## config.mk

```make
export PLATFORM = sky130hd
export DESIGN_NAME = turn_cmd_encoder_flat
export DESIGN_NICKNAME = d
export VERILOG_FILES = /design/src/rtl/turn_cmd_encoder_pkg.sv /design/src/rtl/turn_cmd_encoder_if.sv /design/src/rtl/turn_cmd_encoder_btn_repeat_fsm.sv /design/src/rtl/turn_cmd_encoder.sv /design/src/flat_wrapper.sv
export SDC_FILE = /design/constraint.sdc
export NUM_CORES = 1
export LEC_CHECK = 0
export BUFFER_PORTS_ARGS = -buffer_cell sky130_fd_sc_hd__clkbuf_2
export CAP_MARGIN = 20
export CORE_AREA = 2 2 39 41
export CTS_BUF_LIST = sky130_fd_sc_hd__clkbuf_2
export CTS_CLUSTER_DIAMETER = 120
export DETAILED_ROUTE_END_ITERATION = 12
export DIE_AREA = 0 0 41 43
export PLACE_DENSITY = 0.7
export SLEW_MARGIN = 0
export SYNTH_ARGS = -nofsm -noshare
export SYNTH_HDL_FRONTEND = slang
export SYNTH_SLANG_ARGS = --single-unit
```

## constraint.sdc

```tcl
create_clock -name clk -period 1.8 [get_ports clk]
set_input_delay 0.36 -clock clk [delete_from_list [all_inputs] [get_ports clk]]
set_output_delay 0.36 -clock clk [all_outputs]
set_load 0.005 [all_outputs]
```

## src/rtl/turn_cmd_encoder_pkg.sv

```systemverilog
// ---------------------------------------------------------------------------
// snake_input_pkg
// Shared constants and types for the snake button-input path.
//   DIR_LEFT / DIR_RIGHT : encoding of a turn command on cmd_dir
//   btn_state_t          : per-button FSM state encoding
//   max2()               : constant helper used to size the repeat counter
// ---------------------------------------------------------------------------
package snake_input_pkg;

  localparam logic DIR_LEFT  = 1'b0;
  localparam logic DIR_RIGHT = 1'b1;

  typedef enum logic [1:0] {
    IDLE   = 2'd0,
    HOLD   = 2'd1,
    REPEAT = 2'd2
  } btn_state_t;

  function automatic int max2(input int a, input int b);
    return (a > b) ? a : b;
  endfunction

endpackage

```

## src/rtl/turn_cmd_encoder_if.sv

```systemverilog
// ---------------------------------------------------------------------------
// turn_cmd_encoder_if
// Bundles the button levels and the command valid/ready handshake.
//   btn_left, btn_right : debounced levels, 1 = pressed
//   cmd_valid           : FIFO head holds a command
//   cmd_dir             : head command, 0 = left, 1 = right
//   cmd_ready           : consumer accepts the head this cycle
//   cmd_drop            : one-cycle pulse when an event is discarded
// modport slave  : the encoder side
// modport master : the side driving buttons and consuming commands
// ---------------------------------------------------------------------------
interface turn_cmd_encoder_if;

  logic btn_left;
  logic btn_right;
  logic cmd_valid;
  logic cmd_dir;
  logic cmd_ready;
  logic cmd_drop;

  modport master (
    output btn_left,
    output btn_right,
    output cmd_ready,
    input  cmd_valid,
    input  cmd_dir,
    input  cmd_drop
  );

  modport slave (
    input  btn_left,
    input  btn_right,
    input  cmd_ready,
    output cmd_valid,
    output cmd_dir,
    output cmd_drop
  );

endinterface

```

## src/rtl/turn_cmd_encoder_btn_repeat_fsm.sv

```systemverilog
// ---------------------------------------------------------------------------
// btn_repeat_fsm
// Per-button press detector with optional hold-to-repeat.
//   clk     : system clock
//   rst     : asynchronous active-high reset
//   i_btn   : debounced button level
//   o_event : combinational event pulse, consumed at the next clock edge
// Build option: TURN_AUTO_REPEAT_EN enables the HOLD/REPEAT counter. When it
// is not defined, a press yields exactly one event and the FSM waits in HOLD
// until release; no counter is built.
// ---------------------------------------------------------------------------
module btn_repeat_fsm
  import snake_input_pkg::*;
#(
  parameter int HOLD_CYCLES   = 25000000,
  parameter int REPEAT_CYCLES = 10000000
) (
  input  logic clk,
  input  logic rst,
  input  logic i_btn,
  output logic o_event
);

  if ((HOLD_CYCLES < 2) || (REPEAT_CYCLES < 2)) begin : g_bad_cfg
    $error("btn_repeat_fsm: HOLD_CYCLES and REPEAT_CYCLES must be >= 2");
  end

  // Previous level resets to 1 so a button held through reset is not seen
  // as a fresh press.
  logic       r_prev;
  logic       w_press;
  btn_state_t r_state;
  btn_state_t w_state_next;

  assign w_press = i_btn & ~r_prev;

  always_ff @(posedge clk or posedge rst) begin
    if (rst) begin
      r_prev <= 1'b1;
    end else begin
      r_prev <= i_btn;
    end
  end

`ifdef TURN_AUTO_REPEAT_EN
  localparam int CNT_W = $clog2(max2(HOLD_CYCLES, REPEAT_CYCLES));
  localparam logic [CNT_W-1:0] HOLD_LAST   = CNT_W'(HOLD_CYCLES - 1);
  localparam logic [CNT_W-1:0] REPEAT_LAST = CNT_W'(REPEAT_CYCLES - 1);

  logic [CNT_W-1:0] r_cnt;
  logic [CNT_W-1:0] w_cnt_next;

  always_ff @(posedge clk or posedge rst) begin
    if (rst) begin
      r_state <= IDLE;
      r_cnt   <= '0;
    end else begin
      r_state <= w_state_next;
      r_cnt   <= w_cnt_next;
    end
  end

  always_comb begin
    w_state_next = r_state;
    w_cnt_next   = r_cnt;
    o_event      = 1'b0;
    if (!i_btn) begin
      // Release wins in every state.
      w_state_next = IDLE;
      w_cnt_next   = '0;
    end else begin
      case (r_state)
        IDLE: begin
          if (w_press) begin
            o_event      = 1'b1;
            w_state_next = HOLD;
            w_cnt_next   = '0;
          end
        end
        HOLD: begin
          if (r_cnt == HOLD_LAST) begin
            o_event      = 1'b1;
            w_state_next = REPEAT;
            w_cnt_next   = '0;
          end else begin
            w_cnt_next = r_cnt + CNT_W'(1);
          end
        end
        REPEAT: begin
          if (r_cnt == REPEAT_LAST) begin
            o_event    = 1'b1;
            w_cnt_next = '0;
          end else begin
            w_cnt_next = r_cnt + CNT_W'(1);
          end
        end
        default: begin
          w_state_next = IDLE;
          w_cnt_next   = '0;
        end
      endcase
    end
  end
`else
  always_ff @(posedge clk or posedge rst) begin
    if (rst) begin
      r_state <= IDLE;
    end else begin
      r_state <= w_state_next;
    end
  end

  always_comb begin
    w_state_next = r_state;
    o_event      = 1'b0;
    if (!i_btn) begin
      w_state_next = IDLE;
    end else begin
      case (r_state)
        IDLE: begin
          if (w_press) begin
            o_event      = 1'b1;
            w_state_next = HOLD;
          end
        end
        HOLD:    w_state_next = HOLD;
        default: w_state_next = IDLE;
      endcase
    end
  end
`endif

endmodule

```

## src/rtl/turn_cmd_encoder.sv

```systemverilog
// ---------------------------------------------------------------------------
// turn_cmd_encoder
// Converts the two debounced button levels into left/right turn commands,
// buffers them in a small FIFO and presents them over valid/ready.
//   clk : system clock, all logic on posedge
//   rst : asynchronous active-high reset; release is expected to be
//         synchronous to clk
//   bus : turn_cmd_encoder_if.slave
//         btn_left/btn_right in, cmd_ready in,
//         cmd_valid/cmd_dir/cmd_drop out (all registered)
// Build option: TURN_AUTO_REPEAT_EN (hold-to-repeat inside btn_repeat_fsm).
// ---------------------------------------------------------------------------
module turn_cmd_encoder
  import snake_input_pkg::*;
#(
  parameter int HOLD_CYCLES   = 25000000,
  parameter int REPEAT_CYCLES = 10000000,
  parameter int FIFO_DEPTH    = 2
) (
  input  logic               clk,
  input  logic               rst,
  turn_cmd_encoder_if.slave  bus
);

  localparam int AW = $clog2(FIFO_DEPTH);
  localparam logic [AW:0] DEPTH_CNT = (AW+1)'(FIFO_DEPTH);

  if ((FIFO_DEPTH < 2) || ((FIFO_DEPTH & (FIFO_DEPTH - 1)) != 0)) begin : g_bad_depth
    $error("turn_cmd_encoder: FIFO_DEPTH must be a power of two >= 2");
  end

  // Index 0 = left, 1 = right, which matches the DIR_* encoding.
  logic [1:0] w_btn;
  logic [1:0] w_event;

  assign w_btn = {bus.btn_right, bus.btn_left};

  for (genvar gi = 0; gi < 2; gi++) begin : g_btn
    btn_repeat_fsm #(
      .HOLD_CYCLES   (HOLD_CYCLES),
      .REPEAT_CYCLES (REPEAT_CYCLES)
    ) u_fsm (
      .clk     (clk),
      .rst     (rst),
      .i_btn   (w_btn[gi]),
      .o_event (w_event[gi])
    );
  end

  // FIFO state
  logic          r_mem [FIFO_DEPTH];
  logic [AW-1:0] r_wr_ptr;
  logic [AW-1:0] r_rd_ptr;
  logic [AW:0]   r_count;
  logic          r_valid;
  logic          r_dir;
  logic          r_drop;

  logic          w_push_req;
  logic          w_push_dir;
  logic          w_both;
  logic          w_full;
  logic          w_pop;
  logic          w_push;
  logic          w_drop;
  logic [AW-1:0] w_wr_ptr_next;
  logic [AW-1:0] w_rd_ptr_next;
  logic [AW:0]   w_count_next;
  logic          w_head_next;

  // Arbitration: coincident events from both buttons cancel each other.
  assign w_both     = &w_event;
  assign w_push_req = ^w_event;
  assign w_push_dir = w_event[1] ? DIR_RIGHT : DIR_LEFT;

  assign w_full = (r_count == DEPTH_CNT);
  assign w_pop  = r_valid & bus.cmd_ready;
  // A pop in the same cycle frees the slot, so a full FIFO still accepts.
  assign w_push = w_push_req & (~w_full | w_pop);
  assign w_drop = w_both | (w_push_req & ~w_push);

  assign w_wr_ptr_next = r_wr_ptr + AW'(w_push);
  assign w_rd_ptr_next = r_rd_ptr + AW'(w_pop);

  always_comb begin
    w_count_next = r_count;
    if (w_push && !w_pop) begin
      w_count_next = r_count + (AW+1)'(1);
    end else if (!w_push && w_pop) begin
      w_count_next = r_count - (AW+1)'(1);
    end
  end

  // Next head: when the head slot is the one being written this cycle the
  // memory does not hold it yet, so forward the pushed direction.
  always_comb begin
    w_head_next = DIR_LEFT;
    if (w_count_next != '0) begin
      if (w_push && (r_wr_ptr == w_rd_ptr_next)) begin
        w_head_next = w_push_dir;
      end else begin
        w_head_next = r_mem[w_rd_ptr_next];
      end
    end
  end

  // Storage array, no reset.
  always_ff @(posedge clk) begin
    if (w_push) begin
      r_mem[r_wr_ptr] <= w_push_dir;
    end
  end

  always_ff @(posedge clk or posedge rst) begin
    if (rst) begin
      r_wr_ptr <= '0;
      r_rd_ptr <= '0;
      r_count  <= '0;
      r_valid  <= 1'b0;
      r_dir    <= DIR_LEFT;
      r_drop   <= 1'b0;
    end else begin
      r_wr_ptr <= w_wr_ptr_next;
      r_rd_ptr <= w_rd_ptr_next;
      r_count  <= w_count_next;
      r_valid  <= (w_count_next != '0);
      r_dir    <= w_head_next;
      r_drop   <= w_drop;
    end
  end

  assign bus.cmd_valid = r_valid;
  assign bus.cmd_dir   = r_dir;
  assign bus.cmd_drop  = r_drop;

endmodule

```

## src/flat_wrapper.sv

```systemverilog
// flat-port wrapper written by rule: the top's interface ports become plain ports
module turn_cmd_encoder_flat import snake_input_pkg::*;
#(
  parameter int HOLD_CYCLES   = 25000000,
  parameter int REPEAT_CYCLES = 10000000,
  parameter int FIFO_DEPTH    = 2
)
  (clk, rst, bus_btn_left, bus_btn_right, bus_cmd_ready, bus_cmd_valid, bus_cmd_dir, bus_cmd_drop);
  turn_cmd_encoder_if bus_i ();
  input  logic clk;
  input  logic rst;
  input wire logic [$bits(bus_i.btn_left)-1:0] bus_btn_left;
  input wire logic [$bits(bus_i.btn_right)-1:0] bus_btn_right;
  input wire logic [$bits(bus_i.cmd_ready)-1:0] bus_cmd_ready;
  output wire logic [$bits(bus_i.cmd_valid)-1:0] bus_cmd_valid;
  output wire logic [$bits(bus_i.cmd_dir)-1:0] bus_cmd_dir;
  output wire logic [$bits(bus_i.cmd_drop)-1:0] bus_cmd_drop;
  assign bus_i.btn_left = bus_btn_left;
  assign bus_i.btn_right = bus_btn_right;
  assign bus_i.cmd_ready = bus_cmd_ready;
  assign bus_cmd_valid = bus_i.cmd_valid;
  assign bus_cmd_dir = bus_i.cmd_dir;
  assign bus_cmd_drop = bus_i.cmd_drop;
  turn_cmd_encoder #(.HOLD_CYCLES(HOLD_CYCLES), .REPEAT_CYCLES(REPEAT_CYCLES), .FIFO_DEPTH(FIFO_DEPTH)) u_core (.clk(clk), .rst(rst), .bus(bus_i));
endmodule
```

==> flow_summary.ini, run 1 <==
[cells_and_area]
nFillCells = 120
register_area_um2 = 338
antennaDiodeCount = 0
multi_input_area_um2 = 287
finalNetCount = 77
drive_gt1_frac = 0.418
design_area_um2 = 771
fin_util = 0.557
syn2layout_area_growth_pct = 21.5
stdcell_count = 83

[worst_setup_path]
crit_required_ns = 1.98
path_class = reg2reg
worstReg2RegStart = u_core.g_btn[0].u_fsm.r_state[0]
critPathLaunchType = flip-flop
worstPathArrival_ns = 1.90
regToRegSetupSlack_ns = 0.08
cp_cell_sequence = nor3b_1 -> ha_4 -> nor4bb_1 -> a31oi_1 -> o2bb2ai_2 -> a211oi_2
crit_path_top_delay_cell = dfrtp_1
slowest_delay_ns = 0.41
reg2reg_to = u_core.bus.cmd_dir
cp_max_fo = 4
reg2regPathDepth = 6
cp-end-kind = flip-flop

[synthesis]
synth_flop_cell = dfrtp_1
yosys_warnings = 0
synth_commonest_cells = dfrtp_1, inv_1, ha_1
synth_area_um2 = 634
synth_seq_cells = 13
ys_seq_area_frac = 0.533
yosys.area.top_type = dfrtp_1
avgSynthCellArea_um2 = 12.4
syn_inst = 51
synth.area.top_cells = dfrtp_1, edfxtp_1, dfstp_2
synth-edff-count = 2
ys_async_sr_fraction = 0.846
syn_nets = 60
synthMostInstantiatedCell = dfrtp_1
synth_top_area_frac = 0.355
yosys.cell_types.count = 25

[timing]
max-slew-margin-rel = 0.726
hold_viol = 0
layout_min_cycle_time_ns = 1.72
setup_viol = 0
fin_crit_sh = 0.955
tightest_slew_ns = 0.410
finalMaxSlewViolations = 0
fin_worst_skew_ns = 0.0174
fmax_ghz = 0.582
hold_slack_ns = 0.0217

[cts]
clockBufferDepth = 2
cts_setup_buffers = 0
htree_levels = 1
cts_buffers = 3
clk_latency_ns = 0.27
cts.clk_slew.worst_paths_ns = 0.14
cts_root_buffer = clkbuf_2
cts_num_sinks = 13
cts_tree = yes

[global_routing]
grt_max_degree = 12
overflow = 0
grt_use_total = 0.166
antenna_found_initial = 0
grt_pass1_vias = 420
grt_pass1_wl_um = 1900

[floorplan]
die_area_um2 = 1760
die_h_um = 43
initial_utilization = 0.458
die_width_um = 41
floorplan.rows = 14
num_io_pins = 8
core_area_um2 = 1380

[route]
drc = 0
vias = 413
ant_nets = 0
vias_per_cell = 4.98
detail_route.wl_per_cell_um = 13.0
drt_iter0_drc = 5
routed_wl_um = 1080
dr.pass1.iters = 4

[placement]
hpwl_um = 748
place_congestion = 0.788
place_inst = 79
port_buffers = 7
dpl_cell_area_um2 = 723

[pwr]
irDropWorstVdd_v = 0.000758
power_density_nw_per_um2 = 1390
leakagePower_nw = 0.369
power_mw = 1.07

[flow_run]
cap_violations = 0

[hold_path]
hp-class = in2async

[status]
outcome = completed
## power by group
group	switching [mW]	internal [mW]
clock	0.0964	0.0589
sequential	0.0685	0.385
combinational	0.223	0.243
## cell families after synthesis
logic type,Yosys count,share of synthesized area
mux,4,0.0710
buf+inv,8,0.0592
fa+ha+maj,4,0.0789
simple gates,9,0.0907
compound gates,10,0.126
xor+xnor,3,0.0414
flops,13,0.533
## worst max-delay path, delay by kind of cell (launching register included)
family                     cells  cell delay [ns]
AOI/OAI and AO/OA              3             0.34
adders and majority gates      1             0.27
DFF                            1             0.41
and+or+nand+nor                2             0.62
## layout make-up
type	count	area share
Sequential cell	13	0.438
Multi-Input combinational cell	30	0.372
Timing Repair Buffer	13	0.104
Inverter	7	0.0341
Clock buffer	4	0.0260
Tap cell	16	0.0260
## through the flow
step                      TNS, ns  setup WS (ns)
final                           0         0.0806
after global routing      -0.0406        -0.0207
after CTS                       0        0.00247
after detailed placement  -0.0563        -0.0359
after global placement    -0.0364        -0.0204
after floorplan                 0         0.0491
## cell usage in the layout, fill, tap and decap left out, types with 2 or more instances in the layout
master	instances
clkbuf_2	11
xnor2_1	3
mux2i_1	2
edfxtp_1	2
dfstp_2	2
nand2_1	2
dfrtp_1	9
ha_1	3
inv_1	7
buf_4	6
a21boi_0	2
## metal layers
| metal | vias to the layer above | global-route usage | part of all wire | wire (um) |
|---|---|---|---|---|
| li1 | 208 | - | - | - |
| met5 | - | 0 | 0 | 0 |
| met1 | 197 | 0.207 | 0.45 | 488 |
| met3 | 0 | 0.0628 | 0.030 | 32 |
| met4 | 0 | 0.100 | 0 | 0 |
| met2 | 8 | 0.234 | 0.52 | 557 |
## what timing repair did
| item | in CTS | in global routing |
|---|---|---|
| hold endpoints to repair | 0 | 0 |
| setup endpoints to repair | 2 | 5 |
| hold buffers | 0 | 0 |
| pin swaps | 1 | 2 |
| gates resized for setup | 1 | 3 |
## worst max-delay path by stage
stage / start / end / slack [ns] / depth (start not counted)
floorplan: u_core.g_btn[1].u_fsm.r_state[0] / u_core.bus.cmd_valid / 0.05 / 7
detailed placement: bus_btn_right / u_core.bus.cmd_valid / -0.04 / 8
global placement: bus_btn_right / u_core.bus.cmd_valid / -0.02 / 8
finish: u_core.g_btn[0].u_fsm.r_state[0] / u_core.bus.cmd_dir / 0.08 / 6
global route: u_core.g_btn[0].u_fsm.r_state[0] / u_core.bus.cmd_valid / -0.02 / 6
CTS: u_core.g_btn[1].u_fsm.r_prev / u_core.r_count[0] / 0.002 / 7
## registers in the layout, indices dropped and copies added, names as in the netlist
| register | count |
|---|---|
| u_core.bus.cmd_dir | 1 |
| u_core.bus.cmd_drop | 1 |
| u_core.bus.cmd_valid | 1 |
| u_core.g_btn.u_fsm.r_prev | 2 |
| u_core.g_btn.u_fsm.r_state | 2 |
| u_core.r_count | 2 |
| u_core.r_mem | 2 |
| u_core.r_rd_ptr | 1 |
| u_core.r_wr_ptr | 1 |
Power figures use the tool's default switching activity.
==> run 2: changes to the inputs <==
--- a/config.mk
+++ b/config.mk
@@ -13,6 +13,7 @@
 export DETAILED_ROUTE_END_ITERATION = 12
 export DIE_AREA = 0 0 41 43
 export PLACE_DENSITY = 0.7
+export REMOVE_ABC_BUFFERS = 1
 export SLEW_MARGIN = 0
 export SYNTH_ARGS = -nofsm -noshare
 export SYNTH_HDL_FRONTEND = slang
==> run 2 against run 1 <==
Against the previous run: hold slack better by 0.011 ns; worst setup slack better by 0.029 ns; routed wire length down 3.3%; count of clock-buffer cells in the layout unchanged; die area unchanged; final cell count down 1.2%; combinational power down 4.5%; flip-flop and latch count unchanged; core utilization down 1.7 points; clock power down 4%; global-route usage down 1.5 points; critical endpoint is now u_core.r_mem[1]; largest power group is now sequential cells.
==> flow_summary.ini, run 2 (synthesis gave the netlist of run 1 again) <==
[cts]
ctsHoldBuffers = 0
cts_setup_buffers = 0
cts_root_buffer = clkbuf_2
cts_num_sinks = 13
cts_buffers = 3
cts.clk_slew.worst_paths_ns = 0.13
clk_latency_ns = 0.26
ctsResizeCount = 0
htree_levels = 1
cts_tree = yes
clockBufferDepth = 2

[global_routing]
antenna_found_initial = 0
overflow = 0
grt_max_degree = 12
grt_pass1_wl_um = 1750
grt_pass1_vias = 421
grt_use_total = 0.151

[route]
dr.pass1.iters = 4
routed_wl_um = 1040
drt_iter0_drc = 6
vias = 406
drc = 0
ant_nets = 0
detail_route.wl_per_cell_um = 12.7
vias_per_cell = 4.95

[placement]
place_ws_ns = 0.00223
place_congestion = 0.780
port_buffers = 7
dpl_cell_area_um2 = 716
hpwl_um = 747

[timing]
fin_ws_ns = 0.109
tightest_slew_ns = 0.410
rsz0062_at_grt = no
finalMaxSlewViolations = 0
fin_crit_sh = 0.939
hold_slack_ns = 0.0324
setup_viol = 0
fin_worst_skew_ns = 0.0164
fmax_ghz = 0.591
max-slew-margin-rel = 0.727
layout_min_cycle_time_ns = 1.69
hold_viol = 0

[hold_path]
hp-class = in2async

[cells_and_area]
design_area_um2 = 747
drive_gt1_frac = 0.394
final_common_cell = clkbuf_2
mostFrequentLayoutCells = clkbuf_2, dfrtp_1, inv_1
syn2layout_area_growth_pct = 17.8
finalNetCount = 76
antennaDiodeCount = 0
nFillCells = 121

[floorplan]
die_area_um2 = 1760
core_area_um2 = 1380
die_h_um = 43
initial_utilization = 0.458
floorplan.rows = 14
die_width_um = 41
num_io_pins = 8

[pwr]
power_density_nw_per_um2 = 1400
leakagePower_nw = 0.362
irDropWorstVdd_v = 0.000705

[worst_setup_path]
worstPathArrival_ns = 1.68
cp_max_fo = 4
cp-end-kind = flip-flop
path_class = reg2reg
crit_required_ns = 1.78
critPathLaunchType = flip-flop

[flow_run]
cap_violations = 0

[status]
outcome = completed
-- run 2: routing by layer --
layer	up-vias	share of wire	wire, um	global-route usage
li1	205	-	-	-
met1	195	0.44	460	0.180
met2	6	0.53	557	0.231
met3	0	0.023	24	0.0628
met4	0	0	0	0.0600
met5	-	0	0	0
-- run 2: final cells by class --
class | instances | area (um2) | share of cell area
sequential | 13 | 338 | 0.452
clock buffer | 4 | 20.0 | 0.0268
tap | 16 | 20.0 | 0.0268
multi-input combinational | 30 | 270 | 0.362
inverter | 7 | 26.3 | 0.0352
timing repair buffer | 12 | 72.6 | 0.0972
-- run 2: worst max-delay path: stages (launching register included) --
cell      delay (ns)
dfstp_2         0.55
nor3b_2         0.05
ha_1            0.34
buf_4           0.13
a21boi_2        0.17
ha_2            0.19
-- run 2: path summary, 6_finish.rpt --
path | startpoint | endpoint | slack, ns | cells past startpoint
min in group clk | bus_btn_left | u_core.g_btn[0].u_fsm.r_prev | 0.20 | 1
max | u_core.g_btn[1].u_fsm.r_prev | u_core.r_mem[1] | 0.11 | 5
min | rst | u_core.r_count[1] | 0.03 | 2
min reg2reg | u_core.r_count[0] | u_core.r_count[0] | 0.51 | 1
max in group asynchronous | rst | u_core.g_btn[1].u_fsm.r_prev | 1.43 | 2
max reg2reg | u_core.g_btn[1].u_fsm.r_prev | u_core.r_mem[1] | 0.11 | 5
-- run 2: power by group --
group	leakage [nW]	total (mW)	switching, mW	internal (mW)
registers	0.148	0.453	0.0680	0.385
logic	0.198	0.445	0.216	0.229
clock network	0.0166	0.149	0.0903	0.0590
total	0.362	1.05	0.374	0.673
-- run 2: stage by stage --
step / std cells / total power, mW / TNS (ns) / util
3_3_place_gp: 78 / 0.885 / -0.00207 / 0.517
3_5_place_dp: 78 / 0.895 / 0 / 0.517
4_1_cts: 82 / 1.05 / 0 / 0.532
6_report: 82 / 1.05 / 0 / 0.540
2_1_floorplan: 50 / 0.779 / 0 / -
5_1_grt: 82 / 1.13 / 0 / 0.540
==> run 3: changes to the inputs <==
--- a/config.mk
+++ b/config.mk
@@ -12,9 +12,11 @@
 export CTS_CLUSTER_DIAMETER = 120
 export DETAILED_ROUTE_END_ITERATION = 12
 export DIE_AREA = 0 0 41 43
+export HOLD_SLACK_MARGIN = 0.15
 export PLACE_DENSITY = 0.7
 export REMOVE_ABC_BUFFERS = 1
 export SLEW_MARGIN = 0
 export SYNTH_ARGS = -nofsm -noshare
 export SYNTH_HDL_FRONTEND = slang
 export SYNTH_SLANG_ARGS = --single-unit
+export TNS_END_PERCENT = 50
==> run 3 against run 2 <==
Against the previous run: final cell count is 1.2% higher; critical path type unchanged; critical endpoint unchanged; largest power group unchanged; core utilization rose by 0.27 points; final area up 0.50%.
==> flow_summary.ini, run 3 (synthesis gave the netlist of run 1 again) <==
[timing]
hold_slack_ns = 0.204
finalMaxSlewViolations = 0
setup_viol = 0
fin_worst_skew_ns = 0.0168
tightest_slew_ns = 0.412
rsz0062_at_grt = yes
layout_min_cycle_time_ns = 1.72
fin_crit_sh = 0.956
hold_viol = 0
fmax_ghz = 0.581
max-slew-margin-rel = 0.725

[placement]
place_inst = 78
port_buffers = 7
dpl_cell_area_um2 = 716
place_congestion = 0.780
hpwl_um = 747

[route]
dr.pass1.iters = 4
vias_per_cell = 4.88
drt_iter0_drc = 4
detail_route.wl_per_cell_um = 12.3
routed_wl_um = 1020
vias = 405
ant_nets = 0
drc = 0

[floorplan]
initial_utilization = 0.458
floorplan.rows = 14
num_io_pins = 8
die_area_um2 = 1760
core_area_um2 = 1380
die_h_um = 43
die_width_um = 41

[cells_and_area]
syn2layout_area_growth_pct = 18.3
final_common_cell = clkbuf_2
stdcell_count = 83
finalNetCount = 77
mostFrequentLayoutCells = clkbuf_2, dfrtp_1, inv_1
drive_gt1_frac = 0.358
design_area_um2 = 751
antennaDiodeCount = 0

[cts]
cts_tree = yes
htree_levels = 1
cts_num_sinks = 13
cts_buffers = 3
cts_root_buffer = clkbuf_2
cts.clk_slew.worst_paths_ns = 0.11
clk_latency_ns = 0.26
clockBufferDepth = 2

[global_routing]
grt_pass1_wl_um = 1770
grtUsageMet2 = 0.238
grt_max_degree = 12
grt_use_total = 0.153
grtUsageMet1 = 0.180
antenna_found_initial = 0
met3_usage = 0.0628
gr-max-usage-layer = met2
overflow = 0
grt_pass1_vias = 433

[worst_setup_path]
worstPathArrival_ns = 1.70
crit_required_ns = 1.78
cp_max_fo = 4
critPathLaunchType = flip-flop
path_class = reg2reg
cp-end-kind = flip-flop

[pwr]
leakagePower_nw = 0.368
power_mw = 1.04
irDropWorstVdd_v = 0.000688
power_density_nw_per_um2 = 1390

[hold_path]
hp-class = in2reg

[status]
outcome = completed

[flow_run]
cap_violations = 0
[run 3: per-layer routing]
metal  wire [um]  up-vias
met5           0        -
met4           0        0
met3          22        0
met2         531        6
met1         468      192
li1            -      207
[run 3: worst paths after layout]
| kind | endpoint | cells after the start | from | slack (ns) |
|---|---|---|---|---|
| min reg2reg | u_core.r_count[0] | 1 | u_core.r_count[0] | 0.51 |
| min in group asynchronous | u_core.r_count[1] | 3 | rst | 0.59 |
| min | u_core.g_btn[0].u_fsm.r_prev | 1 | bus_btn_left | 0.20 |
| max in group asynchronous | u_core.g_btn[1].u_fsm.r_prev | 3 | rst | 0.87 |
| max | u_core.r_mem[1] | 5 | u_core.g_btn[1].u_fsm.r_prev | 0.08 |
| max reg2reg | u_core.r_mem[1] | 5 | u_core.g_btn[1].u_fsm.r_prev | 0.08 |
[run 3: worst max-delay path: stages, from the launching register on]
cell and delay (ns):
dfstp_2 0.55, nor3b_2 0.05, ha_1 0.34, buf_4 0.13, a21boi_1 0.20, ha_1 0.19
[run 3: cell type report]
cell class | instances | area, um2
clock buffer | 4 | 20.0
fill | 120 | 633
inverter | 7 | 26.3
multi-input combinational | 30 | 264
sequential | 13 | 338
tap | 16 | 20.0
timing repair buffer | 13 | 82.6
[run 3: power breakdown]
group	leakage [nW]	switching (mW)	internal, mW
Combinational	0.203	0.210	0.229
Sequential	0.148	0.0677	0.385
Clock	0.0166	0.0910	0.0590
Total	0.368	0.369	0.672
[run 3: stage by stage]
| stage | worst slack, ns | util | setup TNS (ns) |
|---|---|---|---|
| floorplan | 0.0785 | - | 0 |
| global placement | -0.00200 | 0.517 | -0.00207 |
| detailed placement | 0.00223 | 0.517 | 0 |
| CTS | 0.0666 | 0.539 | 0 |
| global route | -0.00291 | 0.542 | -0.00291 |
| finish | 0.0791 | 0.542 | 0 |
[run 3: what timing repair did]
item	CTS	global route
resized for setup	0	1
buffers inserted	0	0
endpoints found under the hold margin	9	0
hold buffers	1	0
setup endpoints to repair	0	3
